File: config.mk
export PLATFORM = sky130hd
export DESIGN_NAME = mem_arbiter
export DESIGN_NICKNAME = d
export VERILOG_FILES = /design/src/rtl/mem_arbiter.sv
export SDC_FILE = /design/constraint.sdc
export NUM_CORES = 1
export LEC_CHECK = 0
export ABC_AREA = 1
export BUFFER_PORTS_ARGS = -buffer_cell sky130_fd_sc_hd__buf_2
export CAP_MARGIN = 20
export CORE_AREA = 10 10 154 156
export CTS_BUF_LIST = sky130_fd_sc_hd__clkbuf_2 sky130_fd_sc_hd__clkbuf_4 sky130_fd_sc_hd__clkbuf_8
export CTS_CLUSTER_DIAMETER = 60
export CTS_CLUSTER_SIZE = 24
export DETAILED_ROUTE_END_ITERATION = 12
export DIE_AREA = 0 0 164 166
export GPL_TIMING_DRIVEN = 0
export PLACE_DENSITY = 0.62
export SYNTH_ARGS = -nofsm -noshare
export SYNTH_HDL_FRONTEND = slang
export SYNTH_SLANG_ARGS = --single-unit
File: constraint.sdc
create_clock -name clk -period 3.7 [get_ports clk]
set_input_delay 0.555 -clock clk [delete_from_list [all_inputs] [get_ports clk]]
set_output_delay 0.555 -clock clk [all_outputs]
set_load 0.005 [all_outputs]
File: src/rtl/mem_arbiter.sv
// rtl/mem_arbiter.sv - round-robin sharing of single-ported main memory between I-cache and D-cache miss paths
// One access in flight: latch the winner's request, hold memory for LATENCY cycles, then pulse done.
module mem_arbiter #(
    parameter int LATENCY = 20,
    parameter int CNTW    = 5
) (
    input  logic        clk,
    input  logic        reset,
    input  logic        ireq,
    input  logic [31:0] iaddr,
    output logic        idone,
    output logic [31:0] irdata,
    input  logic        dreq,
    input  logic        dwe,
    input  logic [31:0] daddr,
    input  logic [31:0] dwdata,
    output logic        ddone,
    output logic [31:0] drdata,
    output logic        mem_en,
    output logic        mem_we,
    output logic [31:0] mem_addr,
    output logic [31:0] mem_wdata,
    input  logic [31:0] mem_rdata,
    output logic        busy
);

    typedef enum logic [1:0] {
        S_IDLE = 2'd0,
        S_BUSY = 2'd1,
        S_DONE = 2'd2
    } state_t;

    localparam logic SIDE_I = 1'b0;
    localparam logic SIDE_D = 1'b1;
    localparam logic [CNTW-1:0] CNT_LOAD = CNTW'(LATENCY - 1);

    state_t            r_state;
    state_t            w_next;
    logic [CNTW-1:0]   r_count;
    logic              r_last_gnt;
    logic              r_owner;
    logic              r_we;
    logic [31:0]       r_addr;
    logic [31:0]       r_wdata;
    logic [31:0]       r_irdata;
    logic [31:0]       r_drdata;

    logic              w_any_req;
    logic              w_grant_d;
    logic              w_last_beat;

    assign w_any_req   = ireq | dreq;
    // On a tie the side that did not win last time goes next; last_gnt resets to I so D wins the first tie.
    assign w_grant_d   = dreq & (~ireq | (r_last_gnt == SIDE_I));
    assign w_last_beat = (r_count == '0);

    always_comb begin
        w_next = r_state;
        case (r_state)
            S_IDLE: if (w_any_req) w_next = S_BUSY;
            S_BUSY: if (w_last_beat) w_next = S_DONE;
            S_DONE: w_next = S_IDLE;
            default: w_next = S_IDLE;
        endcase
    end

    always_ff @(posedge clk) begin
        if (reset) begin
            r_state    <= S_IDLE;
            r_count    <= '0;
            r_last_gnt <= SIDE_I;
            r_owner    <= SIDE_I;
            r_we       <= 1'b0;
            r_addr     <= '0;
            r_wdata    <= '0;
            r_irdata   <= '0;
            r_drdata   <= '0;
        end else begin
            r_state <= w_next;
            case (r_state)
                S_IDLE: begin
                    if (w_any_req) begin
                        r_count <= CNT_LOAD;
                        if (w_grant_d) begin
                            r_owner    <= SIDE_D;
                            r_last_gnt <= SIDE_D;
                            r_we       <= dwe;
                            r_addr     <= daddr;
                            r_wdata    <= dwdata;
                        end else begin
                            r_owner    <= SIDE_I;
                            r_last_gnt <= SIDE_I;
                            r_we       <= 1'b0;
                            r_addr     <= iaddr;
                            r_wdata    <= '0;
                        end
                    end
                end
                S_BUSY: begin
                    if (w_last_beat) begin
                        if (!r_we) begin
                            if (r_owner == SIDE_D) r_drdata <= mem_rdata;
                            else                   r_irdata <= mem_rdata;
                        end
                    end else begin
                        r_count <= r_count - 1'b1;
                    end
                end
                default: ;
            endcase
        end
    end

    assign busy      = (r_state != S_IDLE);
    assign mem_en    = (r_state == S_BUSY);
    assign mem_we    = mem_en & r_we;
    assign mem_addr  = mem_en ? r_addr  : '0;
    assign mem_wdata = mem_we ? r_wdata : '0;
    assign idone     = (r_state == S_DONE) & (r_owner == SIDE_I);
    assign ddone     = (r_state == S_DONE) & (r_owner == SIDE_D);
    assign irdata    = r_irdata;
    assign drdata    = r_drdata;

endmodule

==> results.md, run 1 <==
- Status: completed
- Post-CTS Resized: 0
- Hold Slack: approximately 0.33 ns
- Post-synth top cells: 238 x nand2_1, 206 x nor2_1, 137 x dfxtp_1
- Setup-failing EPs final: 0
- VDD IR max: ~180 uV
- CTS tree: built
- DP HPWL: about 16 mm
- Via count: around 6500
- Min cycle time layout: 2.66 ns
- Total negative slack: 0 ns
- Skew final: 0.0143 ns
- Drt drc: 0
- Worst R2R End: r_addr[12]
- IO buf count: 265
- Gpl congestion: ~0.80
- Total CTS buffers: 17
- WP data arrival: about 2.1 ns
- # hold bufs at CTS: 0
- CP Launch Type: register
- Net Count, Synth: about 1100
- Via density: around 4.3
- Core area: 0.0207 mm^2
- Antenna-violating nets left: 0
- Mapped Cells: between 900 and 1000
- Mapped cell area: 0.00611 mm^2
- Die Wd: roughly 160 um
- Initial Util: ~30%
- Setup bufs post-CTS: 0
- Net count, final: 1350
- Num rows: between 50 and 60
- Area leader, netlist: dfxtp_1
- Critical path required time: approximately 3.1 ns
- Share of cells above drive strength 1: roughly 27%
- Reg-to-reg slack, setup: 1.98 ns
- Initial antenna violation count: 0
- Pre-CTS WS: 1.49 ns
- DR WL/cell: 14.0 um
- Final-layout fill cell count: roughly 2300
- HP Start: dwdata[8]
- Initial DRT Pass Iterations: 6
- Clock Path Buffers: 2
- RSZ-0062 raised after global routing: no
- Least-Margin Pin Slew: ~0.58 ns
- Slew HR: about three fifths
- Critical path class: register to primary output
- Syn_area_per_cell: ~6.6 um^2
- Top cells by area, synth: dfxtp_1 45%, nand2_1 15%, nor2_1 13%
- Seq/Total Area, Yosys: about 45%
- Hold depth: 3
- Worst-path maximum fanout: 10
- Worst min path class: input port to register
- Synth Register Bits: between 100 and 150
- Reg clk slew, reported paths: approximately 0.11 ns
- Largest net degree at the start of global routing: 17
- P_leak: 0.00409 uW
- Asr flop ratio synth: 0%
- Final hold vios: 0
- Later-pin clock latency in the skew report: 0.45 ns
- Number of global-route vias before repair: 6440
- Cell variety after synth: 24
- First-pass GRT wire length: 33.9 mm
- Top-area cell type share of the netlist area: approximately 45%
- Synth Flop Type: dfxtp_1
- Max-slew violations: 0
- Most common cell in the netlist: nand2_1
- Max Cap Viol: 0
- Root Buffer: clkbuf_8
- Fmax: 376 MHz
- Synthesis warning total: 0
- Final worst-path cycle share: 71.9%
- DR iter-0 viols: about 320
- Die H: 166 um
- WHS Endpoint: r_wdata[8]
- Pwr/cell area: approximately 460 mW/mm^2
- Reg2Reg Depth: 6
- GRT overflow: 0
- Die area: between 0.02 and 0.03 mm^2
- I/O Pins: ~270
- RR Startpoint: r_owner
- Critical path endpoint category: primary output
- TritonCTS Sinks: 137
- Gr usage total: 15.4%
- Post-Route WL: 21.0 mm
- N_diodes: 0
- Htree depth: 4
- Area grow syn2layout: 33.6%
- Setup WS post-layout: a little over 1 ns
- Number of synthesized flops with an enable pin: 0
cell usage in the layout (no fill, tap or decap):
| cell type | synthesis | layout |
|---|---|---|
| nand4_1 | 1 | 1 |
| o21ai_2 | 1 | 1 |
| clkinv_4 | 0 | 3 |
| clkbuf_1 | 24 | 24 |
| buf_4 | 8 | 8 |
| nor2_4 | 1 | 1 |
| inv_8 | 0 | 4 |
| o21ai_0 | 34 | 34 |
| nand3_2 | 1 | 1 |
| nand3_1 | 36 | 36 |
| buf_1 | 7 | 7 |
| dfxtp_1 | 137 | 137 |
| inv_2 | 2 | 2 |
| a21oi_1 | 101 | 101 |
| inv_6 | 0 | 7 |
| nor3_1 | 3 | 3 |
| clkbuf_2 | 2 | 2 |
| inv_1 | 106 | 106 |
| xnor2_1 | 1 | 1 |
| nor2_2 | 1 | 1 |
| nor2_1 | 206 | 206 |
| nand2_1 | 238 | 238 |
| nand2_4 | 1 | 1 |
| buf_6 | 6 | 6 |
| buf_2 | 12 | 277 |
| nor2_8 | 2 | 2 |
| clkbuf_8 | 0 | 17 |
| clkinv_8 | 0 | 1 |
| ha_1 | 1 | 1 |
logic make-up after synthesis:
| logic type | after synthesis | share of synthesized area [%] |
|---|---|---|
| and+or+nand+nor | 490 | 31.8 |
| buffers and inverters | 167 | 11.8 |
| DFF | 137 | 44.9 |
| AOI/OAI and AO/OA | 136 | 11.2 |
| xor gates and xnor gates | 1 | 0.143 |
| adders and majority gates | 1 | 0.205 |
routing by layer:
layer	GRT usage, %	share of wire, %	up-vias
met3	6.05	9.2	12
met4	4.31	1.1	0
met5	0	0	-
met2	24.5	45	188
li1	-	-	3413
met1	18.7	44	2875
critical path, cell delays in order, from the launching register on:
cell and delay [ns]:
dfxtp_1 0.46, inv_1 0.12, nand2_1 0.31, nor2_1 0.13
inv_1 0.15, buf_2 0.27, nor2_1 0.09, buf_2 0.13
stage by stage:
stage	utilization [%]	instances	area, um^2	total power (uW)
after global placement	37.6	1472	7780	2550
after floorplan	-	932	6110	2230
after CTS	39.5	1504	8170	3790
after global routing	39.5	1504	8170	3990
final	39.5	1504	8170	3730
after detailed placement	37.6	1472	7780	2560
report_power, final:
part	internal (uW)	switching [uW]	total, uW
Sequential	1620	74.5	1690
Clock	505	704	1210
Combinational	321	506	828
worst max path at each step:
stage / from / end
2_1_floorplan: r_state[1] / mem_wdata[10]
3_3_place_gp: r_state[1] / mem_wdata[29]
3_5_place_dp: r_state[1] / mem_wdata[29]
4_1_cts: r_state[1] / mem_wdata[29]
5_1_grt: r_state[1] / mem_wdata[29]
6_report: r_state[1] / mem_wdata[29]
flip-flops by register name, summed over array words and instances, names as in the netlist:
signal	count
r_addr	32
irdata	32
r_state	2
r_we	1
r_wdata	32
drdata	32
r_count	5
r_owner	1
cell type report:
cell class | instances | area (um^2) | share of cell area [%]
buffer | 59 | 314 | 3.84
timing repair buffer | 265 | 1330 | 16.2
tap | 275 | 344 | 4.21
clock buffer | 17 | 234 | 2.86
sequential | 137 | 2740 | 33.6
multi-input combinational | 628 | 2650 | 32.5
inverter | 108 | 405 | 4.96
clock inverter | 15 | 149 | 1.82
Power figures use the tool's default switching activity.
==> run 2: changes to the inputs <==
==> constraint.sdc (replaced) <==
create_clock -name clk -period 2.7 [get_ports clk]
set_input_delay 0.405 -clock clk [delete_from_list [all_inputs] [get_ports clk]]
set_output_delay 0.405 -clock clk [all_outputs]
set_load 0.005 [all_outputs]
==> run 2 against run 1 <==
Compared with the run above: final area about the same; non-clock buffer count stayed put; final cell count stayed put.
==> results.md, run 2 (same netlist as run 1, synthesis figures left out) <==
- Status: completed (unchanged)
- Util after Layout: 39.5% (about the same)
- Pwr/cell area: 625 mW/mm^2 (was 456 mW/mm^2)
- Later-pin clock latency in the skew report: 0.45 ns (about the same)
- Final-layout fill cell count: 2302 (was 2303)
- Area grow syn2layout: 33.6% (about the same)
- Commonest cells after routing, fill and taps aside: 277 x buf_2, 237 x nand2_1, 206 x nor2_1 (was 277 x buf_2, 238 x nand2_1, 206 x nor2_1)
- Die H: 166 um (unchanged)
- Met1 usage: 18.7% (unchanged)
- Total CTS buffers: 17 (unchanged)
- Clock Path Buffers: 2 (unchanged)
- Critical path class: register to primary output (unchanged)
- IO buf count: 265 (unchanged)
- RSZ-0062 raised after global routing: no (unchanged)
- Hold depth: 3 (unchanged)
- Largest net degree at the start of global routing: 17 (unchanged)
- Setup bufs post-CTS: 0 (unchanged)
- Worst-path maximum fanout: 10 (unchanged)
- Reg clk slew, reported paths: 0.11 ns (about the same)
- Gpl congestion: 0.800 (unchanged)
- Design area: 0.00817 mm^2 (about the same)
- Total power: 5110 uW (was 3730 uW)
- Met2 usage: 24.5% (unchanged)
- DR iter-0 viols: 316 (unchanged)
- Max Cap Viol: 0 (unchanged)
- Htree depth: 4 (unchanged)
- Top Usage Layer GRT: met2 (unchanged)
- Commonest non-fill, non-tap cell in the layout: buf_2 (unchanged)
- Initial DRT Pass Iterations: 6 (unchanged)
- Final hold vios: 0 (unchanged)
- Reg-to-reg slack, setup: 0.98 ns (was 1.98 ns)
- I/O Pins: 266 (unchanged)
- Slew HR: 61.4% (about the same)
- Net count, final: 1350 (unchanged)
- CP Cell Sequence: inv_1, clkbuf_1, clkbuf_1, nor3_1, buf_2 (was inv_1, nand2_1, nor2_1, inv_1, buf_2, nor2_1, buf_2)
- Max-slew violations: 0 (unchanged)
- Slowest cell on the critical path: clkbuf_1 (was dfxtp_1)
- Share of cells above drive strength 1: 27.3% (was 27.2%)
- Post-Route WL: 21.0 mm (about the same)
- Worst min path class: input port to register (unchanged)
- Min cycle time layout: 2.44 ns
- Final worst-path cycle share: 90.5%
- Die Wd: 164 um (unchanged)
- N_diodes: 0 (unchanged)
- Fmax: about 400 MHz
- Pre-CTS WS: 0.635 ns (was 1.49 ns)
- GRT overflow: 0 (unchanged)
- Via density: 4.32 (was 4.31)
- Setup WS post-layout: 0.257 ns (was 1.04 ns)
- P_leak: 0.00409 uW (about the same)
- Critical Path Max Stage Delay: 0.50 ns (was 0.46 ns)
- Core area: 0.0207 mm^2 (unchanged)
- Critical path's most frequent cell: clkbuf_1
- DP HPWL: 16.4 mm (unchanged)
- RR Startpoint: r_owner (unchanged)
- Via count: 6491 (was 6488)
- Num rows: 53 (unchanged)
- Critical path endpoint category: primary output (unchanged)
- Setup-failing EPs final: 0 (unchanged)
- CTS tree: built (unchanged)
- WHS Endpoint: r_wdata[8] (unchanged)
- Number of global-route vias before repair: 6440 (unchanged)
- Gr usage total: 15.4% (unchanged)
- Initial antenna violation count: 0 (unchanged)
- Critical path required time: 2.30 ns (was 3.14 ns)
- Total negative slack: 0 ns (unchanged)
- Die area: 0.0272 mm^2 (unchanged)
- Drt drc: 0 (unchanged)
- Antenna-violating nets left: 0 (unchanged)
- Met3 Use GR: 6.05% (unchanged)
- WP data arrival: 2.04 ns (was 2.11 ns)
- TritonCTS Sinks: 137 (unchanged)
- Cell Area, Placed: 0.00778 mm^2 (unchanged)
- Reg2Reg Depth: 6 (unchanged)
- Root Buffer: clkbuf_8 (unchanged)
- Skew final: 0.0143 ns (about the same)
- First-pass GRT wire length: 33.9 mm (unchanged)
- Least-Margin Pin Slew: 0.580 ns (about the same)
- Worst R2R End: r_addr[12] (unchanged)
- VDD IR max: 242 uV (was 177 uV)
- HP Start: dwdata[8] (unchanged)
- DR WL/cell: 14.0 um (about the same)
- CP Launch Type: register (unchanged)
- Initial Util: 29.6% (unchanged)
==> run 2: changes by cell type in the layout (fill, tap and decap cells not counted) <==
cell,change
nand2_1,-1
nand2_2,+1
==> run 2: worst max-delay path, delay by kind of cell, from the launching register on <==
kind	cells	cell delay, ns
flip-flops	1	0.39
AND/OR/NAND/NOR	1	0.11
buffers and inverters	4	1.08
==> run 2: worst max-delay path by stage <==
stage                     startpoint       endpoint
after floorplan           r_state[1]  mem_wdata[10]
after global placement    r_state[1]  mem_wdata[29]
after detailed placement  r_state[1]  mem_wdata[29]
after CTS                 r_state[1]  mem_wdata[29]
after global routing         r_owner          ddone
final                        r_owner          ddone
==> run 2: report_power, final <==
group,switching [uW],internal [uW]
clock network,964,692
registers,102,2210
logic,694,441
==> run 2: final cells by class <==
| class | instances | area, um^2 | share of cell area, % |
|---|---|---|---|
| Multi-Input combinational cell | 628 | 2660 | 32.5 |
| Clock inverter | 15 | 149 | 1.82 |
| Buffer | 59 | 314 | 3.84 |
| Clock buffer | 17 | 234 | 2.86 |
| Inverter | 108 | 405 | 4.96 |
| Sequential cell | 137 | 2740 | 33.6 |
| Timing Repair Buffer | 265 | 1330 | 16.2 |
| Tap cell | 275 | 344 | 4.21 |
==> run 2: timing repair <==
action,CTS,global route
gates resized for setup,0,1
setup endpoints to repair,0,2
hold buffers,0,0
==> run 2: per-stage QoR <==
step	hold WS (ns)	std cells
2_1_floorplan	0.444	932
3_3_place_gp	0.452	1472
3_5_place_dp	0.455	1472
4_1_cts	0.144	1504
5_1_grt	0.156	1504
6_report	0.183	1504
==> run 2: routing by layer <==
layer | vias up | share of wire [%] | routed length [um]
li1 | 3413 | - | -
met1 | 2875 | 44 | 9350
met2 | 191 | 45 | 9530
met3 | 12 | 9.1 | 1920
met4 | 0 | 1.1 | 235
met5 | - | 0 | 0
